===== src/rtl/mem_lsu_if.sv =====
// Data-bus handshake between the MEM-stage LSU (master) and data memory (slave).
// Request fields are held stable by the master until ack.
interface mem_lsu_if;
    logic        req;
    logic        we;
    logic [31:0] addr;
    logic [3:0]  be;
    logic [31:0] wdata;
    logic        ack;
    logic [31:0] rdata;

    modport master (output req, we, addr, be, wdata, input ack, rdata);
    modport slave  (input req, we, addr, be, wdata, output ack, rdata);
endinterface


===== src/rtl/mem_lsu.sv =====
// MEM-stage load/store unit: one bus transaction per memory op, store lane alignment,
// load extension, LL/SC link bit handling, misalignment detection and pipeline stall.
module mem_lsu #(
    parameter int unsigned BUS_TIMEOUT = 0
) (
    input  logic        clk,
    input  logic        rst,
    input  logic        flush,
    input  logic [3:0]  mem_op,
    input  logic [31:0] mem_addr,
    input  logic [31:0] mem_sdata,
    input  logic        in_we,
    input  logic [4:0]  in_waddr,
    input  logic [31:0] in_wdata,
    input  logic        llbit_in,
    mem_lsu_if.master   dbus,
    output logic        wp_we,
    output logic [4:0]  wp_waddr,
    output logic [31:0] wp_wdata,
    output logic        llbit_we,
    output logic        llbit_wdata,
    output logic        stall_req,
    output logic        exc_adel,
    output logic        exc_ades,
    output logic [31:0] badvaddr,
    output logic        bus_err
);
    typedef enum logic [1:0] {StIdle, StReq, StDrain, StDone} state_e;

    localparam logic [3:0] OpLb = 4'd1, OpLbu = 4'd2, OpLh = 4'd3, OpLhu = 4'd4;
    localparam logic [3:0] OpLw = 4'd5, OpLl = 4'd6, OpSb = 4'd8, OpSh = 4'd9;
    localparam logic [3:0] OpSw = 4'd10, OpSc = 4'd11;

    state_e      state_q, state_d;
    logic        dbus_req_q, dbus_req_d, dbus_we_q, dbus_we_d;
    logic [31:0] dbus_addr_q, dbus_addr_d, dbus_wdata_q, dbus_wdata_d;
    logic [3:0]  dbus_be_q, dbus_be_d;
    logic [31:0] rdata_q, rdata_d, cnt_q, cnt_d;
    logic        bus_err_q, bus_err_d, kill_q, kill_d;

    logic        is_load, is_store, sz_byte, sz_half, sz_word;
    logic        is_ll, is_sc, misaligned, sc_fail, kill, issue, timeout_hit;
    logic [3:0]  be_calc;
    logic [31:0] wdata_calc, shifted, load_data;

    always_comb begin
        is_load  = 1'b0;
        is_store = 1'b0;
        sz_byte  = 1'b0;
        sz_half  = 1'b0;
        sz_word  = 1'b0;
        case (mem_op)
            OpLb, OpLbu: begin is_load  = 1'b1; sz_byte = 1'b1; end
            OpLh, OpLhu: begin is_load  = 1'b1; sz_half = 1'b1; end
            OpLw, OpLl:  begin is_load  = 1'b1; sz_word = 1'b1; end
            OpSb:        begin is_store = 1'b1; sz_byte = 1'b1; end
            OpSh:        begin is_store = 1'b1; sz_half = 1'b1; end
            OpSw, OpSc:  begin is_store = 1'b1; sz_word = 1'b1; end
            default: ;
        endcase
    end

    assign is_ll      = (mem_op == OpLl);
    assign is_sc      = (mem_op == OpSc);
    assign misaligned = (sz_half & mem_addr[0]) | (sz_word & (|mem_addr[1:0]));
    assign sc_fail    = is_sc & ~llbit_in;
    // kill_q covers the cycle after a drain or timeout: that instruction must not retry.
    assign kill       = flush | kill_q;
    assign issue      = (state_q == StIdle) & (is_load | is_store) & ~misaligned
                        & ~sc_fail & ~kill;
    assign timeout_hit = (BUS_TIMEOUT != 0) && ((cnt_q + 32'd1) == BUS_TIMEOUT);

    assign be_calc    = sz_byte ? (4'b0001 << mem_addr[1:0]) :
                        sz_half ? (4'b0011 << mem_addr[1:0]) : 4'b1111;
    assign wdata_calc = sz_byte ? {4{mem_sdata[7:0]}} :
                        sz_half ? {2{mem_sdata[15:0]}} : mem_sdata;

    always_comb begin
        state_d      = state_q;
        dbus_req_d   = dbus_req_q;
        dbus_we_d    = dbus_we_q;
        dbus_addr_d  = dbus_addr_q;
        dbus_be_d    = dbus_be_q;
        dbus_wdata_d = dbus_wdata_q;
        rdata_d      = rdata_q;
        cnt_d        = cnt_q;
        bus_err_d    = 1'b0;
        kill_d       = 1'b0;
        unique case (state_q)
            StIdle: begin
                if (issue) begin
                    state_d      = StReq;
                    dbus_req_d   = 1'b1;
                    dbus_we_d    = is_store;
                    dbus_addr_d  = {mem_addr[31:2], 2'b00};
                    dbus_be_d    = be_calc;
                    dbus_wdata_d = wdata_calc;
                    cnt_d        = 32'd0;
                end
            end
            StReq, StDrain: begin
                if (dbus.ack) begin
                    dbus_req_d = 1'b0;
                    dbus_we_d  = 1'b0;
                    if (state_q == StReq && !flush) begin
                        state_d = StDone;
                        rdata_d = dbus.rdata;
                    end else begin
                        state_d = StIdle;
                        kill_d  = 1'b1;
                    end
                end else if (timeout_hit) begin
                    state_d    = StIdle;
                    dbus_req_d = 1'b0;
                    dbus_we_d  = 1'b0;
                    bus_err_d  = 1'b1;
                    kill_d     = 1'b1;
                end else begin
                    cnt_d = cnt_q + 32'd1;
                    if (state_q == StReq && flush) state_d = StDrain;
                end
            end
            StDone: state_d = StIdle;
        endcase
    end

    always_ff @(posedge clk) begin
        if (rst) begin
            state_q      <= StIdle;
            dbus_req_q   <= 1'b0;
            dbus_we_q    <= 1'b0;
            dbus_addr_q  <= 32'd0;
            dbus_be_q    <= 4'd0;
            dbus_wdata_q <= 32'd0;
            rdata_q      <= 32'd0;
            cnt_q        <= 32'd0;
            bus_err_q    <= 1'b0;
            kill_q       <= 1'b0;
        end else begin
            state_q      <= state_d;
            dbus_req_q   <= dbus_req_d;
            dbus_we_q    <= dbus_we_d;
            dbus_addr_q  <= dbus_addr_d;
            dbus_be_q    <= dbus_be_d;
            dbus_wdata_q <= dbus_wdata_d;
            rdata_q      <= rdata_d;
            cnt_q        <= cnt_d;
            bus_err_q    <= bus_err_d;
            kill_q       <= kill_d;
        end
    end

    assign dbus.req   = dbus_req_q;
    assign dbus.we    = dbus_we_q;
    assign dbus.addr  = dbus_addr_q;
    assign dbus.be    = dbus_be_q;
    assign dbus.wdata = dbus_wdata_q;
    assign bus_err    = bus_err_q;

    assign shifted = rdata_q >> {mem_addr[1:0], 3'b000};
    always_comb begin
        case (mem_op)
            OpLb:    load_data = {{24{shifted[7]}}, shifted[7:0]};
            OpLbu:   load_data = {24'd0, shifted[7:0]};
            OpLh:    load_data = {{16{shifted[15]}}, shifted[15:0]};
            OpLhu:   load_data = {16'd0, shifted[15:0]};
            default: load_data = shifted;
        endcase
    end

    always_comb begin
        wp_waddr    = in_waddr;
        wp_wdata    = in_wdata;
        wp_we       = 1'b0;
        llbit_we    = 1'b0;
        llbit_wdata = 1'b0;
        if (!(is_load || is_store)) begin
            wp_we = in_we;
        end else if (misaligned) begin
            wp_we = 1'b0;
        end else if (state_q == StDone) begin
            if (is_load) begin
                wp_we    = 1'b1;
                wp_wdata = load_data;
            end
            if (is_ll) begin
                llbit_we    = 1'b1;
                llbit_wdata = 1'b1;
            end
            if (is_sc) begin
                wp_we    = 1'b1;
                wp_wdata = 32'd1;
                llbit_we = 1'b1;
            end
        end else if (state_q == StIdle && sc_fail) begin
            wp_we    = 1'b1;
            wp_wdata = 32'd0;
        end
        if (kill) begin
            wp_we    = 1'b0;
            llbit_we = 1'b0;
        end
    end

    assign exc_adel  = is_load & misaligned & ~kill;
    assign exc_ades  = is_store & misaligned & ~kill;
    assign badvaddr  = (exc_adel | exc_ades) ? mem_addr : 32'd0;
    assign stall_req = issue | (state_q == StReq) | (state_q == StDrain);
endmodule


===== src/flat_wrapper.sv =====
// flat-port wrapper written by rule: the top's interface ports become plain ports
module mem_lsu_flat 
#(
    parameter int unsigned BUS_TIMEOUT = 0
)
  (clk, rst, flush, mem_op, mem_addr, mem_sdata, in_we, in_waddr, in_wdata, llbit_in, wp_we, wp_waddr, wp_wdata, llbit_we, llbit_wdata, stall_req, exc_adel, exc_ades, badvaddr, bus_err, dbus_req, dbus_we, dbus_addr, dbus_be, dbus_wdata, dbus_ack, dbus_rdata);
  mem_lsu_if dbus_i ();
  input  logic clk;
  input  logic rst;
  input  logic flush;
  input  logic [3:0] mem_op;
  input  logic [31:0] mem_addr;
  input  logic [31:0] mem_sdata;
  input  logic in_we;
  input  logic [4:0] in_waddr;
  input  logic [31:0] in_wdata;
  input  logic llbit_in;
  output logic wp_we;
  output logic [4:0] wp_waddr;
  output logic [31:0] wp_wdata;
  output logic llbit_we;
  output logic llbit_wdata;
  output logic stall_req;
  output logic exc_adel;
  output logic exc_ades;
  output logic [31:0] badvaddr;
  output logic bus_err;
  output wire logic [$bits(dbus_i.req)-1:0] dbus_req;
  output wire logic [$bits(dbus_i.we)-1:0] dbus_we;
  output wire logic [$bits(dbus_i.addr)-1:0] dbus_addr;
  output wire logic [$bits(dbus_i.be)-1:0] dbus_be;
  output wire logic [$bits(dbus_i.wdata)-1:0] dbus_wdata;
  input wire logic [$bits(dbus_i.ack)-1:0] dbus_ack;
  input wire logic [$bits(dbus_i.rdata)-1:0] dbus_rdata;
  assign dbus_req = dbus_i.req;
  assign dbus_we = dbus_i.we;
  assign dbus_addr = dbus_i.addr;
  assign dbus_be = dbus_i.be;
  assign dbus_wdata = dbus_i.wdata;
  assign dbus_i.ack = dbus_ack;
  assign dbus_i.rdata = dbus_rdata;
  mem_lsu #(.BUS_TIMEOUT(BUS_TIMEOUT)) u_core (.clk(clk), .rst(rst), .flush(flush), .mem_op(mem_op), .mem_addr(mem_addr), .mem_sdata(mem_sdata), .in_we(in_we), .in_waddr(in_waddr), .in_wdata(in_wdata), .llbit_in(llbit_in), .dbus(dbus_i), .wp_we(wp_we), .wp_waddr(wp_waddr), .wp_wdata(wp_wdata), .llbit_we(llbit_we), .llbit_wdata(llbit_wdata), .stall_req(stall_req), .exc_adel(exc_adel), .exc_ades(exc_ades), .badvaddr(badvaddr), .bus_err(bus_err));
endmodule

===== config.mk =====
export PLATFORM = sky130hd
export DESIGN_NAME = mem_lsu_flat
export DESIGN_NICKNAME = d
export VERILOG_FILES = /design/src/rtl/mem_lsu_if.sv /design/src/rtl/mem_lsu.sv /design/src/flat_wrapper.sv
export SDC_FILE = /design/constraint.sdc
export NUM_CORES = 1
export LEC_CHECK = 0
export ABC_AREA = 0
export BUFFER_PORTS_ARGS = -buffer_cell sky130_fd_sc_hd__clkbuf_2
export CAP_MARGIN = 20
export CORE_AREA = 4 4 122 147
export CTS_CLUSTER_DIAMETER = 40
export DETAILED_ROUTE_END_ITERATION = 8
export DIE_AREA = 0 0 126 151
export GPL_TIMING_DRIVEN = 0
export PLACE_DENSITY = 0.7
export SLEW_MARGIN = 5
export SYNTH_ARGS = -nofsm -noshare
export SYNTH_HDL_FRONTEND = slang
export SYNTH_SLANG_ARGS = --single-unit

===== constraint.sdc =====
create_clock -name clk -period 2.2 [get_ports clk]
set_input_delay 0.11 -clock clk [delete_from_list [all_inputs] [get_ports clk]]
set_output_delay 0.11 -clock clk [all_outputs]
set_load 0.01 [all_outputs]

* Word-level counts from Yosys, hierarchy flattened
Cells that the tools add are included.
** Storage, ports and cells
- Input bits :: 143
- Output and inout bits :: 146
- Word-level logic and storage cells :: 113
- Bits in registers :: 103
** Cells by class
- Shifts and indexed selects :: 3
- Bitwise gates (word level) :: 23
- Reduce and logical (&&, ||, !) cells :: 19
- Equality and inequality tests :: 16
- Multiplexer cells :: 44
** Operators by type and width (count)
- 32-bit two-way mux :: 9
- 32-bit case mux with 4 select lines :: 1
- 32-bit by 5-bit >> shifter with 32-bit output :: 1
- 1-bit two-way mux :: 25
- 4-bit equality test, second input constant :: 4
- 4-bit by 3-bit equality test with 1-bit output, second input constant :: 3
- 1-bit bitwise AND :: 11
- 3-bit OR reduction :: 3
- 4-bit by 2-bit equality test with 1-bit output, second input constant :: 2
- 2-bit two-way mux :: 4
- 4-bit two-way mux :: 2
- 4-bit OR reduction :: 2
- 1-bit inverter :: 6
- 1-bit OR :: 6
- 2-bit case mux with 3 select lines :: 1
- 3-bit AND reduction :: 2
- 6-bit OR reduction :: 1
- 2-bit equality test, second input constant :: 2
- 4-bit by 1-bit equality test with 1-bit output, second input constant :: 1
- 1-bit case mux with 2 select lines :: 2
- 2-bit AND reduction :: 2
- 2-bit OR reduction :: 2
- 1-bit by 2-bit left shift with 4-bit output, first input constant :: 1
- 2-bit by 2-bit left shift with 4-bit output, first input constant :: 1
- 9 further kinds :: 11

* Logic depth before layout (Yosys ltp)
- Depth in word-level cells :: 11
- Gate-level depth with buffers :: 10
- Mapped depth without buffers :: 7

* Least setup slack after synthesis
Ideal clock, no wire load.
- Kind :: input to output
- From :: input port mem_addr[0]
- To :: output port wp_wdata[0]
- Data required time :: 2.090 ns
- Setup slack :: -0.132 ns
- Stages :: 9
- Buffers on the path :: 3
- Data arrival time :: 2.222 ns
- Cell sequence :: buf_6 inv_1 ha_1 inv_2 maj3_2 a211o_1 buf_2 clkbuf_1 o41ai_1
** Between the ends
- Longest elaborated chain between the ends :: 7
- Elaborated cells between the ends (all ways) :: 11
- Those cells by class :: shift: 1; mux: 6; bitwise: 3; reduce/logical: 1
** RTL lines
- from (decl) :: RTL line flat_wrapper.sv:12 : input logic [31:0] mem_addr;
- 32-bit by 5-bit >> shifter with 32-bit output :: RTL line mem_lsu.sv:160 : assign shifted = rdata_q >> {mem_addr[1:0], 3'b000};
- 32-bit case mux with 4 select lines :: RTL line mem_lsu.sv:162 : case (mem_op)
- 32-bit two-way mux :: RTL line mem_lsu.sv:182 : if (is_load) begin
- 32-bit two-way mux :: RTL line mem_lsu.sv:190 : if (is_sc) begin
- 32-bit two-way mux :: RTL line mem_lsu.sv:181 : end else if (state_q == StDone) begin
- 32-bit two-way mux (*) :: RTL line mem_lsu.sv:179 : end else if (misaligned) begin
- 32-bit two-way mux (*) :: RTL line mem_lsu.sv:177 : if (!(is_load || is_store)) begin
- to (decl) :: RTL line flat_wrapper.sv:20 : output logic [31:0] wp_wdata;
Every way passes the cells marked *; elsewhere a longest branch is shown, timed or not.

* Worst setup path in the final report
- From :: register u_core.rdata_q[31]
- To :: output port wp_wdata[30]
** Between the ends
- Longest elaborated chain between the ends :: 7
** RTL lines
- from (decl) :: RTL line mem_lsu.sv:38 : logic [31:0] rdata_q, rdata_d, cnt_q, cnt_d;
- from (signal assigned) :: RTL line mem_lsu.sv:146 : rdata_q <= rdata_d;
- 32-bit by 5-bit >> shifter with 32-bit output :: RTL line mem_lsu.sv:160
- 32-bit case mux with 4 select lines :: RTL line mem_lsu.sv:162
- 32-bit two-way mux :: RTL line mem_lsu.sv:182
- 32-bit two-way mux :: RTL line mem_lsu.sv:190
- 32-bit two-way mux :: RTL line mem_lsu.sv:181
- 32-bit two-way mux :: RTL line mem_lsu.sv:179
- 32-bit two-way mux :: RTL line mem_lsu.sv:177
No other way between the ends.

==> impl_results.md <==
- Synth Flop Type: dfxtp_1
- Post-Syn Area: approximately 6300 um^2
- Clk sinks: about 100
- CTS tree: built
- Die height: 151 um
- Util after Layout: 56.89%
- Fin nets: between 1000 and 1500
- Cell taking the most area after synthesis: dfxtp_1
- Final setup vio count: 33
- Status: complete, but fails checks
- Routed vias/inst: 5.689
- Most frequent cells in the layout: 274 x clkbuf_2, 121 x nand2_1, 99 x dfxtp_1
- Post-synthesis cell count: 807
- Clock Path Buffers: 2
- Clock Latency Late Sink: about 0.35 ns
- Cts bufs inserted: 9
- P&R area growth vs syn: 49.31%
- Hold crit path type: in2reg
- Antenna diodes: 0
- Post-DR wirelength/cell: 19.79 um
- Max Clock Skew: ~0.0074 ns
- Commonest non-fill, non-tap cell in the layout: clkbuf_2
- Starting DRT DRC Count: about 670
- Clock transition at path regs: ~0.070 ns
- Slew Limit Fails: 0
- IO Count: about 290
- Pin count of the biggest net entering global routing: 19
- GRT Residual Overflow: 0
- Buffers on Ports: roughly 280
- Leakage Power: between 4 and 5 nW
- Failing checks: setup timing
- Total iterations of the first detailed-routing run: 7
- Seq/Total Area, Yosys: between 30% and 40%
- Cells after DPL: ~1300
- Post-synth ARST share: 0%
- Setup crit end kind: output pin
- GP Congestion: 0.9098
- Initial core utilization: 38.10%
- Post-synth EDFFs: 0
- Crit path launch type: flip-flop
- Die area: around 19000 um^2
- Worst Path Required: 2.09 ns
- Area share of the largest cell type after synthesis: roughly a third
- Total Power Consumption: 0.005896 W
- Rows: 52
- Ranking of synthesized cells by area: dfxtp_1 32%, nand2_1 7.2%, a21oi_1 6.8%
- Least-Margin Pin Slew: between 0.7 and 0.8 ns
- First-pass GRT wire length: 41340 um
- DRT antenna net count: 0
- Clock Tree Root: clkbuf_16
- YS warnings: 0
- Total track usage: approximately 28%
- Die X: 126 um
- Power Density: slightly above 600 nW/um^2
- Synth unique cells: between 60 and 70
- Tcrit/Tclk final: 113.4%
- DRC viols: 0
- Unrepaired setup endpoints after global routing: true
- Hold Violations, Final: 0
- Synthesized area per cell: 7.864 um^2
- Yosys reg bits: between 100 and 150
- Post-DP HPWL: between 20000 and 25000 um
- Via count: roughly 8000
- Pre-CTS setup slack: -0.8431 ns
- Layout cells sized above 1: between 30 and 40%
- Crit path DAT: between 2 and 2.5 ns
- Initial antenna violation count: 2
- CP Class: reg2out
- Core ar.: between 15000 and 20000 um^2
- Final Non-Filler Cells: between 1000 and 1500
- Final min period: between 2 and 2.5 ns
- Vias in the first global route: between 7000 and 8000
- Slew headroom: around half
- Hold_ws: 0.01191 ns
- PnR worst setup slack: -0.2950 ns
- Max_cap viols: 0
- VDD IR-drop max: approximately 0.38 mV
- Post-Route WL: ~28000 um
- CP max FO: 6
- Fmax: 400.8 MHz
- H-tree levels: 3
path summary, 6_finish.rpt:
kind	from	end	slack, ns	cells after the start
setup / recovery	u_core.rdata_q[31]	wp_wdata[30]	-0.30	7
hold / removal	mem_addr[10]	u_core.dbus.addr[10]	0.01	3
setup reg to reg	u_core.kill_q	u_core.dbus.addr[27]	0.04	7
hold reg to reg	u_core.rdata_q[7]	u_core.rdata_q[7]	0.46	2
what timing repair did:
action / in CTS / in global routing
hold buffers: 48 / 0
pin swaps: 29 / 15
setup buffers: 33 / 8
endpoints found under the setup margin: 159 / 114
gates resized for setup: 71 / 50
cloned: 3 / 0
hold endpoints to repair: 48 / 0
metal layers:
layer	vias up	global-route usage, %	part of all wire (%)
met5	-	0	0.079
met4	4	12.34	3.6
met3	64	4.303	9.2
met2	496	49.81	50
met1	3655	32.24	37
li1	3762	-	-
critical path, cell delays in order (launching register included):
cell and delay (ns):
dfxtp_4 0.36, mux4_2 0.48, or4b_4 0.54, nand3_4 0.09, nor4_4 0.07, buf_4 0.17
a22o_1 0.20, clkbuf_2 0.12
layout make-up:
class,instances,area (um^2)
fillers,1599,7181
multi-input cells,596,4006
repair buffers,367,2272
flip-flops and latches,103,2074
plain buffers,95,520.5
well taps,216,270.3
clock buffers,9,225.2
clock inverters,7,53.80
inverters,10,52.55
kinds of logic after synthesis:
kind of cell,share of synthesized area (%)
AO/OA/AOI/OAI,31.68
multiplexers,5.402
buffers and inverters,7.867
XOR/XNOR,0.2761
flip-flops,32.49
other,0.05909
AND/OR/NAND/NOR,20.47
adder cells (fa/ha/maj),1.755
where the power goes:
| group | internal (W) | total (W) | switching (W) |
|---|---|---|---|
| Combinational | 0.000872 | 0.00220 | 0.00133 |
| Sequential | 0.00202 | 0.00213 | 0.000106 |
| Clock | 0.000781 | 0.00157 | 0.000790 |
| Total | 0.00367 | 0.00590 | 0.00222 |
registers in the layout, indices dropped and copies added, names as in the netlist:
register / flops
u_core.dbus.addr: 30
u_core.dbus.be: 4
u_core.dbus.req: 1
u_core.dbus.wdata: 32
u_core.dbus.we: 1
u_core.kill_q: 1
u_core.rdata_q: 32
u_core.state_q: 2
cell usage after synthesis (2+ instances only):
cell	count
a22o_1	26
a211oi_1	24
a222oi_1	8
a211o_1	2
nor2_1	13
o2bb2ai_1	9
a21oi_1	86
o31ai_1	41
o21ai_0	18
buf_6	4
nand2_1	121
o21ai_1	3
dfxtp_1	103
nand3_1	3
or3_1	4
nand3b_1	3
nor3_2	2
nor2b_1	8
nand4_1	39
and2_1	35
a31oi_1	28
nand2b_1	9
nor3_1	6
o2111ai_1	2
xor2_1	2
inv_1	8
buf_1	12
a21boi_1	2
a311oi_1	9
a22oi_1	8
clkbuf_1	55
o21a_1	9
and3_1	3
ha_1	8
mux2i_1	32
nor3b_1	3
buf_4	8
buf_2	21
a32o_1	6
stage by stage:
stage	cell area (um^2)	setup TNS, ns
3_3_place_gp	8030	-69.64
4_1_cts	9359	-7.983
6_report	9475	-7.007
3_5_place_dp	8030	-71.79
2_1_floorplan	6369	0
5_1_grt	9475	-9.395
No activity file was read; power rests on OpenSTA's default activity.
